<file path="src/rtl/imem_load_if.sv">
// Loader bundle: start/length request, byte stream with valid/ready, CPU fetch address,
// and the shared instruction-memory port with hold/done/err status back to the requester.
interface imem_load_if #(
  parameter int ADDR_W = 6
);
  logic              load_start;
  logic [ADDR_W-1:0] load_base;
  logic [ADDR_W:0]   load_len;
  logic [7:0]        byte_in;
  logic              byte_valid;
  logic              byte_ready;
  logic [ADDR_W-1:0] fetch_addr;
  logic [ADDR_W-1:0] mem_addr;
  logic              mem_we;
  logic [31:0]       mem_wdata;
  logic              cpu_hold;
  logic              done;
  logic              err;

  modport master (
    output load_start, load_base, load_len, byte_in, byte_valid, fetch_addr,
    input  byte_ready, mem_addr, mem_we, mem_wdata, cpu_hold, done, err
  );

  modport slave (
    input  load_start, load_base, load_len, byte_in, byte_valid, fetch_addr,
    output byte_ready, mem_addr, mem_we, mem_wdata, cpu_hold, done, err
  );
endinterface

</file>
<file path="src/rtl/imem_load_ctrl.sv">
// Packs a little-endian byte stream into 32-bit words written to a shared instruction memory;
// 5 cycles per word plus start/done (5*len+2 inclusive); byte_ready only in RECV, source holds bytes.
module imem_load_ctrl #(
  parameter int ADDR_W = 6,
  parameter int DEPTH  = 64
) (
  input logic        clk,
  input logic        rst_n,
  imem_load_if.slave bus
);
  localparam int LEN_W = ADDR_W + 1;

  typedef enum logic [1:0] {IDLE, RECV, WRITE, DONE} state_t;

  state_t            state;
  state_t            state_nxt;
  logic [1:0]        byte_cnt;
  logic [LEN_W-1:0]  word_cnt;
  logic [LEN_W-1:0]  len_q;
  logic [ADDR_W-1:0] wr_addr;
  logic [31:0]       word_q;
  logic              hold_q;
  logic              err_q;
  logic              len_ok;
  logic              start_ok;
  logic              start_bad;
  logic              byte_acc;
  logic              last_word;

  assign len_ok    = (bus.load_len != '0) && (bus.load_len <= LEN_W'(DEPTH));
  assign start_ok  = (state == IDLE) && bus.load_start && len_ok;
  assign start_bad = (state == IDLE) && bus.load_start && !len_ok;
  assign byte_acc  = (state == RECV) && bus.byte_valid;
  assign last_word = (word_cnt + LEN_W'(1)) == len_q;

  always_comb begin
    state_nxt = state;
    case (state)
      IDLE:    if (start_ok) state_nxt = RECV;
      RECV:    if (byte_acc && (byte_cnt == 2'd3)) state_nxt = WRITE;
      WRITE:   state_nxt = last_word ? DONE : RECV;
      DONE:    state_nxt = IDLE;
      default: state_nxt = IDLE;
    endcase
  end

  always_ff @(posedge clk or negedge rst_n) begin
    if (!rst_n) begin
      state    <= IDLE;
      byte_cnt <= '0;
      word_cnt <= '0;
      len_q    <= '0;
      wr_addr  <= '0;
      word_q   <= '0;
      hold_q   <= 1'b0;
      err_q    <= 1'b0;
    end else begin
      state  <= state_nxt;
      // Registered hold follows the next state so it drops in the first IDLE cycle.
      hold_q <= (state_nxt != IDLE);
      err_q  <= start_bad;
      if (start_ok) begin
        len_q    <= bus.load_len;
        wr_addr  <= bus.load_base;
        byte_cnt <= '0;
        word_cnt <= '0;
      end
      if (byte_acc) begin
        word_q[{byte_cnt, 3'b000} +: 8] <= bus.byte_in;
        byte_cnt                        <= byte_cnt + 2'd1;
      end
      if (state == WRITE) begin
        word_cnt <= word_cnt + LEN_W'(1);
        wr_addr  <= (wr_addr == ADDR_W'(DEPTH - 1)) ? '0 : wr_addr + ADDR_W'(1);
      end
    end
  end

  assign bus.byte_ready = (state == RECV);
  assign bus.mem_we     = (state == WRITE);
  assign bus.mem_wdata  = word_q;
  assign bus.mem_addr   = (state == IDLE) ? bus.fetch_addr : wr_addr;
  assign bus.cpu_hold   = hold_q;
  assign bus.done       = (state == DONE);
  assign bus.err        = err_q;
endmodule

</file>
<file path="src/flat_wrapper.sv">
// flat-port wrapper written by rule: the top's interface ports become plain ports
module imem_load_ctrl_flat 
#(
  parameter int ADDR_W = 6,
  parameter int DEPTH  = 64
)
  (clk, rst_n, bus_load_start, bus_load_base, bus_load_len, bus_byte_in, bus_byte_valid, bus_fetch_addr, bus_byte_ready, bus_mem_addr, bus_mem_we, bus_mem_wdata, bus_cpu_hold, bus_done, bus_err);
  imem_load_if #(.ADDR_W(ADDR_W)) bus_i ();
  input logic clk;
  input logic rst_n;
  input wire logic [$bits(bus_i.load_start)-1:0] bus_load_start;
  input wire logic [$bits(bus_i.load_base)-1:0] bus_load_base;
  input wire logic [$bits(bus_i.load_len)-1:0] bus_load_len;
  input wire logic [$bits(bus_i.byte_in)-1:0] bus_byte_in;
  input wire logic [$bits(bus_i.byte_valid)-1:0] bus_byte_valid;
  input wire logic [$bits(bus_i.fetch_addr)-1:0] bus_fetch_addr;
  output wire logic [$bits(bus_i.byte_ready)-1:0] bus_byte_ready;
  output wire logic [$bits(bus_i.mem_addr)-1:0] bus_mem_addr;
  output wire logic [$bits(bus_i.mem_we)-1:0] bus_mem_we;
  output wire logic [$bits(bus_i.mem_wdata)-1:0] bus_mem_wdata;
  output wire logic [$bits(bus_i.cpu_hold)-1:0] bus_cpu_hold;
  output wire logic [$bits(bus_i.done)-1:0] bus_done;
  output wire logic [$bits(bus_i.err)-1:0] bus_err;
  assign bus_i.load_start = bus_load_start;
  assign bus_i.load_base = bus_load_base;
  assign bus_i.load_len = bus_load_len;
  assign bus_i.byte_in = bus_byte_in;
  assign bus_i.byte_valid = bus_byte_valid;
  assign bus_i.fetch_addr = bus_fetch_addr;
  assign bus_byte_ready = bus_i.byte_ready;
  assign bus_mem_addr = bus_i.mem_addr;
  assign bus_mem_we = bus_i.mem_we;
  assign bus_mem_wdata = bus_i.mem_wdata;
  assign bus_cpu_hold = bus_i.cpu_hold;
  assign bus_done = bus_i.done;
  assign bus_err = bus_i.err;
  imem_load_ctrl #(.ADDR_W(ADDR_W), .DEPTH(DEPTH)) u_core (.clk(clk), .rst_n(rst_n), .bus(bus_i));
endmodule
</file>
<file path="config.mk">
export PLATFORM = sky130hd
export DESIGN_NAME = imem_load_ctrl_flat
export DESIGN_NICKNAME = d
export VERILOG_FILES = /design/src/rtl/imem_load_if.sv /design/src/rtl/imem_load_ctrl.sv /design/src/flat_wrapper.sv
export SDC_FILE = /design/constraint.sdc
export NUM_CORES = 1
export LEC_CHECK = 0
export BUFFER_PORTS_ARGS = -buffer_cell sky130_fd_sc_hd__buf_2
export CAP_MARGIN = 20
export CORE_MARGIN = 1
export CORE_UTILIZATION = 47
export DETAILED_ROUTE_END_ITERATION = 16
export PLACE_DENSITY = 0.85
export SLEW_MARGIN = 20
export SYNTH_ARGS = -nofsm -noshare
export SYNTH_HDL_FRONTEND = slang
export SYNTH_SLANG_ARGS = --single-unit
</file>
<file path="constraint.sdc">
create_clock -name clk -period 1.6 [get_ports clk]
set_input_delay 0.08 -clock clk [delete_from_list [all_inputs] [get_ports clk]]
set_output_delay 0.08 -clock clk [all_outputs]
set_load 0.05 [all_outputs]
</file>
=== Yosys cells after proc, flatten, opt, wreduce, memory -nomap -nowiden ===
Index checks and enable logic that the tools add are counted.

* Register bits: 58
* Input port bits: 31
* Output and inout bits: 43
* Word-level logic and storage cells: 46

* $add $sub $neg: 4
* Magnitude comparators: 1
* Equal/unequal tests: 6
* Shift-type cells: 2
* Multiplexer cells: 13
* Reductions and logical operators: 12

{| class="wikitable"
|+ Operators with widths
! operator !! count
|-
| bitwise mux 32 bit || 1
|-
| variable shift 8 x 7 -> 32 bit (first input constant) || 1
|-
| indexed part select 8 x 7 -> 32 bit || 1
|-
| two-way mux 6 bit || 4
|-
| two-way mux 7 bit || 2
|-
| two-way mux 2 bit || 5
|-
| one-hot mux 2 bit (4 select lines) || 1
|-
| adder 7 x 1 -> 7 bit (second input constant) || 1
|-
| == test 7 bit || 1
|-
| <= comparator 7 bit (second input constant) || 1
|-
| negation 5 -> 7 bit || 1
|-
| nonzero test 7 bit || 1
|-
| adder 6 x 1 -> 6 bit (second input constant) || 1
|-
| == test 2 bit (second input constant) || 3
|-
| == test 6 bit (second input constant) || 1
|-
| logical AND 1 bit || 6
|-
| nonzero test 2 bit || 3
|-
| adder 2 x 1 -> 2 bit (second input constant) || 1
|-
| == test 2 x 1 -> 1 bit (second input constant) || 1
|-
| logical NOT 2 bit || 1
|-
| logical NOT 1 bit || 1
|}

=== Depth between registers and ports, before layout ===
* Depth after elaboration: 6
* Depth in mapped cells: 7
* Mapped depth without buffers: 6

=== Worst setup path after synthesis ===
Ideal clock, no wire load.

* Path type: reg-to-reg
* From: reg u_core.state[1]
* To: reg u_core.word_q[24] (netlist: u_core.bus.mem_wdata[24])
* Library setup time: 0.130 ns
* Arrival: 1.973 ns
* Data required time: 1.470 ns
* Setup slack: -0.503 ns
* Stages on the path, launching flop included: 7
* Buffers on the path: 1
* Clock period less this slack: 2.103 ns
* Cell sequence: dfrtp_1 nor2b_1 and2_1 nand2_1 clkbuf_1 nand2_1 o21ai_0

* Longest elaborated chain between the ends: 2

{| class="wikitable"
|+ RTL lines
! what !! RTL line !! RTL
|-
| from (decl) || imem_load_ctrl.sv:15 || <nowiki>state_t state;</nowiki>
|-
| from (signal assigned) || imem_load_ctrl.sv:58 || <nowiki>state <= state_nxt;</nowiki>
|-
| == test 2 x 1 -> 1 bit || - ||
|-
| net bus_byte_ready || flat_wrapper.sv:17 || <nowiki>output wire logic [$bits(bus_i.byte_ready)-1:0] bus_byte_ready;</nowiki>
|-
| logical AND 1 bit || imem_load_ctrl.sv:33 || <nowiki>assign byte_acc = (state == RECV) && bus.byte_valid;</nowiki>
|-
| to (signal, indexed assignment) || imem_load_ctrl.sv:69 || <nowiki>word_q[{byte_cnt, 3'b000} +: 8] <= bus.byte_in;</nowiki>
|-
| to (decl) || imem_load_ctrl.sv:21 || <nowiki>logic [31:0] word_q;</nowiki>
|}

The timed path passes the listed nets, and every way through them passes these cells.
A chain may end at the register's enable or synchronous reset.

=== Final worst setup path ===
* From: reg u_core.word_cnt[1]
* To: reg u_core.state[1]

* Longest elaborated chain between the ends: 4

{| class="wikitable"
|+ RTL lines
! what !! RTL line !! RTL
|-
| from (decl) || imem_load_ctrl.sv:18 || <nowiki>logic [LEN_W-1:0] word_cnt;</nowiki>
|-
| from (signal assigned) || imem_load_ctrl.sv:73 || <nowiki>word_cnt <= word_cnt + LEN_W'(1);</nowiki>
|-
| adder 7 x 1 -> 7 bit || imem_load_ctrl.sv:34 || <nowiki>assign last_word = (word_cnt + LEN_W'(1)) == len_q;</nowiki>
|-
| == test 7 bit || imem_load_ctrl.sv:34 ||
|-
| two-way mux 2 bit || imem_load_ctrl.sv:41 || <nowiki>WRITE: state_nxt = last_word ? DONE : RECV;</nowiki>
|-
| one-hot mux 2 bit (4 select lines) || imem_load_ctrl.sv:38 || <nowiki>case (state)</nowiki>
|-
| net u_core.state_nxt[1] || imem_load_ctrl.sv:16 || <nowiki>state_t state_nxt;</nowiki>
|}

The timed path passes the listed nets, and every way through them passes these cells.

==> metrics.txt <==
# TYPE chip_impl_metric gauge
chip_impl_info{name="cell_at_the_root_of_the_clock_tree",value="clkbuf_8"} 1
chip_impl_metric{name="slew-limit-headroom",unit=""} 0.662
chip_impl_metric{name="synthToLayoutAreaGrowth",unit="%"} 37.2
chip_impl_info{name="synth_top_cells_by_count",value="88 x nand2_1, 58 x dfrtp_1, 41 x o21ai_0, 12 x nand3_1"} 1
chip_impl_metric{name="ant_nets",unit=""} 0
chip_impl_metric{name="finalSetupViolations",unit=""} 10
chip_impl_metric{name="num-fill-cells",unit=""} 452
chip_impl_metric{name="start_util",unit=""} 0.502
chip_impl_metric{name="maxCapViolCount",unit=""} 0
chip_impl_metric{name="mappedNetlistNets",unit=""} 342
chip_impl_info{name="timing.critical_path.slowest_stage_cell",value="dfrtp_1"} 1
chip_impl_metric{name="gr-usage-all-layers",unit=""} 0.242
chip_impl_info{name="cts_tree",value="done"} 1
chip_impl_metric{name="die_y",unit="um"} 79.9
chip_impl_info{name="synth-main-ff-cell",value="dfrtp_1"} 1
chip_impl_metric{name="boundaryPins",unit=""} 74
chip_impl_metric{name="critical_path_required",unit="ps"} 1820
chip_impl_metric{name="io_buffers",unit=""} 73
chip_impl_metric{name="cp.arrival",unit="ps"} 1850
chip_impl_info{name="critPathKind",value="register to register"} 1
chip_impl_metric{name="drt_wl_total",unit="mm"} 7.38
chip_impl_metric{name="post-synth-top-area-fraction",unit=""} 0.509
chip_impl_metric{name="grt_first_pass_wirelength",unit="mm"} 11.6
chip_impl_metric{name="vias",unit=""} 2606
chip_impl_metric{name="numClockSinks",unit=""} 58
chip_impl_info{name="violations",value="negative setup slack"} 1
chip_impl_metric{name="drv_slew",unit=""} 0
chip_impl_metric{name="async_set_or_reset_register_ratio_after_synthesis",unit=""} 1.00
chip_impl_metric{name="total_leakage_power",unit="nW"} 1.88
chip_impl_metric{name="postSynthRegisterBits",unit=""} 58
chip_impl_metric{name="setup_tns_final",unit="ps"} -268
chip_impl_metric{name="synth.yosys.seq_area_share",unit=""} 0.509
chip_impl_info{name="critPathTopFamily",value="compound AO/OA/AOI/OAI gates"} 1
chip_impl_metric{name="cp.buffers_inverters",unit=""} 0
chip_impl_info{name="worstSetupStartpointType",value="register"} 1
chip_impl_metric{name="drtPass1Iterations",unit=""} 4
chip_impl_metric{name="synth_area",unit="um^2"} 2850
chip_impl_info{name="largest_area_contributor_in_the_netlist",value="dfrtp_1"} 1
chip_impl_metric{name="drcViolationCount",unit=""} 0
chip_impl_metric{name="drt_iter0_markers",unit=""} 141
chip_impl_metric{name="first_global_vias",unit=""} 2531
chip_impl_metric{name="post_drt_wl_per_cell",unit="um"} 15.1
chip_impl_info{name="outcome",value="complete, but fails checks"} 1
chip_impl_metric{name="finalClockSkew",unit="ps"} 7.43
chip_impl_metric{name="synth_edf_count",unit=""} 0
chip_impl_metric{name="synth.yosys.warnings",unit=""} 0
chip_impl_metric{name="pwr_density_cell",unit="nW/um^2"} 2170
chip_impl_info{name="cp-end-kind",value="register"} 1
chip_impl_metric{name="htreeDepth",unit=""} 3
chip_impl_metric{name="cts.path.max_buffers",unit=""} 2
chip_impl_metric{name="final.period_utilization",unit=""} 1.02
chip_impl_metric{name="dp.final_hpwl",unit="mm"} 4.94
chip_impl_metric{name="antenna_violations_before_repair",unit=""} 0
chip_impl_metric{name="power.ir.vdd_worst",unit="uV"} 1680
chip_impl_metric{name="largest_net_degree_at_the_start_of_global_routing",unit=""} 59
chip_impl_metric{name="grt_remaining_overflow",unit=""} 0
chip_impl_metric{name="totalPowerFinal",unit="mW"} 8.49
chip_impl_metric{name="critical_path.max_stage_delay",unit="ps"} 420
chip_impl_metric{name="hold_violations",unit=""} 0
chip_impl_metric{name="min_period",unit="ps"} 1630
chip_impl_metric{name="design.die.area",unit="um^2"} 6380
chip_impl_metric{name="post_synth_num_cell_types",unit=""} 39
chip_impl_metric{name="finished_core_util",unit=""} 0.689
chip_impl_metric{name="postSynthCellCount",unit=""} 304
chip_impl_info{name="grt_setup_unrepaired",value="yes"} 1
chip_impl_metric{name="whs",unit="ps"} 21.7
chip_impl_metric{name="gpl.final_weighted_congestion",unit=""} 0.826
chip_impl_metric{name="antennaDiodeCount",unit=""} 0
chip_impl_metric{name="crit_path_max_fanout",unit=""} 4
chip_impl_metric{name="core_region_area",unit="um^2"} 5680
chip_impl_metric{name="num_rows",unit=""} 27
chip_impl_metric{name="chipWidth",unit="um"} 79.9
chip_impl_metric{name="post_synth.cell_area_avg",unit="um^2"} 9.37
chip_impl_metric{name="share_of_final_layout_standard_cells_stronger_than_drive_strength_1",unit=""} 0.373
chip_impl_metric{name="clock.fmax",unit="MHz"} 612
chip_impl_metric{name="final_worst_path_setup_slack",unit="ps"} -33.0
chip_impl_info{name="yosysMostFrequentCell",value="nand2_1"} 1
chip_impl_metric{name="clk_latency",unit="ps"} 340
chip_impl_info{name="cells_along_the_critical_path",value="ha_4 > nor2b_4 > o311ai_2 > o21ai_1 > o41ai_1"} 1
chip_impl_metric{name="drt-vias-per-instance",unit=""} 5.34
chip_impl_metric{name="worst_slew_pin_slew",unit="ps"} 506
chip_impl_metric{name="design.final.nets",unit=""} 449
chip_impl_info{name="post_synth_main_area_contributors",value="dfrtp_1 51%, nand2_1 12%, o21ai_0 7.2%"} 1
chip_impl_metric{name="clk_pin_slew",unit="ps"} 60
chip_impl_metric{name="tritoncts.num_buffers",unit=""} 9
chip_impl_info{name="holdCritPathClass",value="primary input to register"} 1
routing by layer:
metal	up-vias	share of wire	routed length (um)	GRT usage
met4	0	0.010	76	0.0893
met2	98	0.51	3730	0.400
met3	10	0.064	471	0.0800
met1	1239	0.42	3100	0.292
li1	1259	-	-	-
met5	-	0	0	0
cells in the final DEF, fill, tap and decap left out, types with 3 or more instances in the layout:
cell type,synthesis,layout
mux2_4,2,7
xnor2_1,5,5
dlygate4sd3_1,0,4
buf_8,0,5
dfrtp_1,58,58
nand3_1,12,11
o21ai_0,41,38
clkbuf_8,0,11
o21ai_1,3,6
buf_4,0,23
mux2i_1,3,3
nor3_1,4,3
nand2_1,88,86
a21oi_1,9,8
buf_2,1,66
ha_1,7,5
nor3b_2,0,3
buf_6,3,5
nor2_1,9,6
mux2_2,9,4
inv_1,8,7
o22ai_1,3,3
worst paths after layout:
kind / start / to / slack (ps) / cells past startpoint
max reg2reg: u_core.word_cnt[1] / u_core.state[1] / -30 / 5
max in group asynchronous: rst_n / u_core.wr_addr[4] / 1060 / 3
min in group asynchronous: rst_n / u_core.bus.mem_wdata[14] / 280 / 3
min reg2reg: u_core.bus.mem_wdata[28] / u_core.bus.mem_wdata[28] / 480 / 2
min: bus_load_base[1] / u_core.wr_addr[1] / 20 / 3
max: u_core.word_cnt[1] / u_core.state[1] / -30 / 5
per-stage QoR:
| stage | cell area (um^2) | std cells | worst slack [ps] |
|---|---|---|---|
| after floorplan | 2880 | 304 | -172 |
| after global placement | 3470 | 464 | -303 |
| after detailed placement | 3470 | 464 | -346 |
| after CTS | 3790 | 483 | -35.3 |
| after global routing | 3910 | 488 | -97.4 |
| final | 3910 | 488 | -33.0 |
cell families (layout without fill, tap and decap cells):
family          count (synthesis)  count (layout)  synth area share
compound gates                 69              69             0.143
xor+xnor                        7               7            0.0215
fa+ha+maj                       7               7            0.0307
buf+inv                        17             128            0.0307
flops                          58              58             0.509
mux                            14              14            0.0567
simple gates                  132             133             0.208
report_power, final:
group / internal, mW / leakage [nW] / switching [mW]
sequential: 2.05 / 0.762 / 0.411
combinational: 1.55 / 1.02 / 3.10
clock: 0.801 / 0.0986 / 0.578
final cells by class:
| class | instances | area (um^2) | share of cell area |
|---|---|---|---|
| Clock inverter | 4 | 50.0 | 0.0128 |
| Tap cell | 72 | 90.1 | 0.0230 |
| Inverter | 8 | 32.5 | 0.00832 |
| Clock buffer | 12 | 155 | 0.0397 |
| Multi-Input combinational cell | 230 | 1440 | 0.367 |
| Sequential cell | 58 | 1450 | 0.371 |
| Timing Repair Buffer | 104 | 694 | 0.178 |
state kept, by name (all words and copies together), names as in the netlist:
name,cells
u_core.bus.mem_wdata,32
u_core.len_q,7
u_core.word_cnt,7
u_core.wr_addr,6
u_core.byte_cnt,2
u_core.state,2
u_core.bus.cpu_hold,1
u_core.bus.err,1
worst min-delay path: stages:
cell and delay (ps):
buf_2 80, mux2i_1 50, o21ai_1 110
repair_timing:
action                                  4_1_cts  5_1_grt
hold buffers                                  2        2
endpoints found under the hold margin        59        2
resized for setup                            27       20
setup buffers                                 0        2
endpoints found under the setup margin        7       46
pin swaps                                     3       11
gates cloned                                  1        1
(Power assumes the default switching activity.)
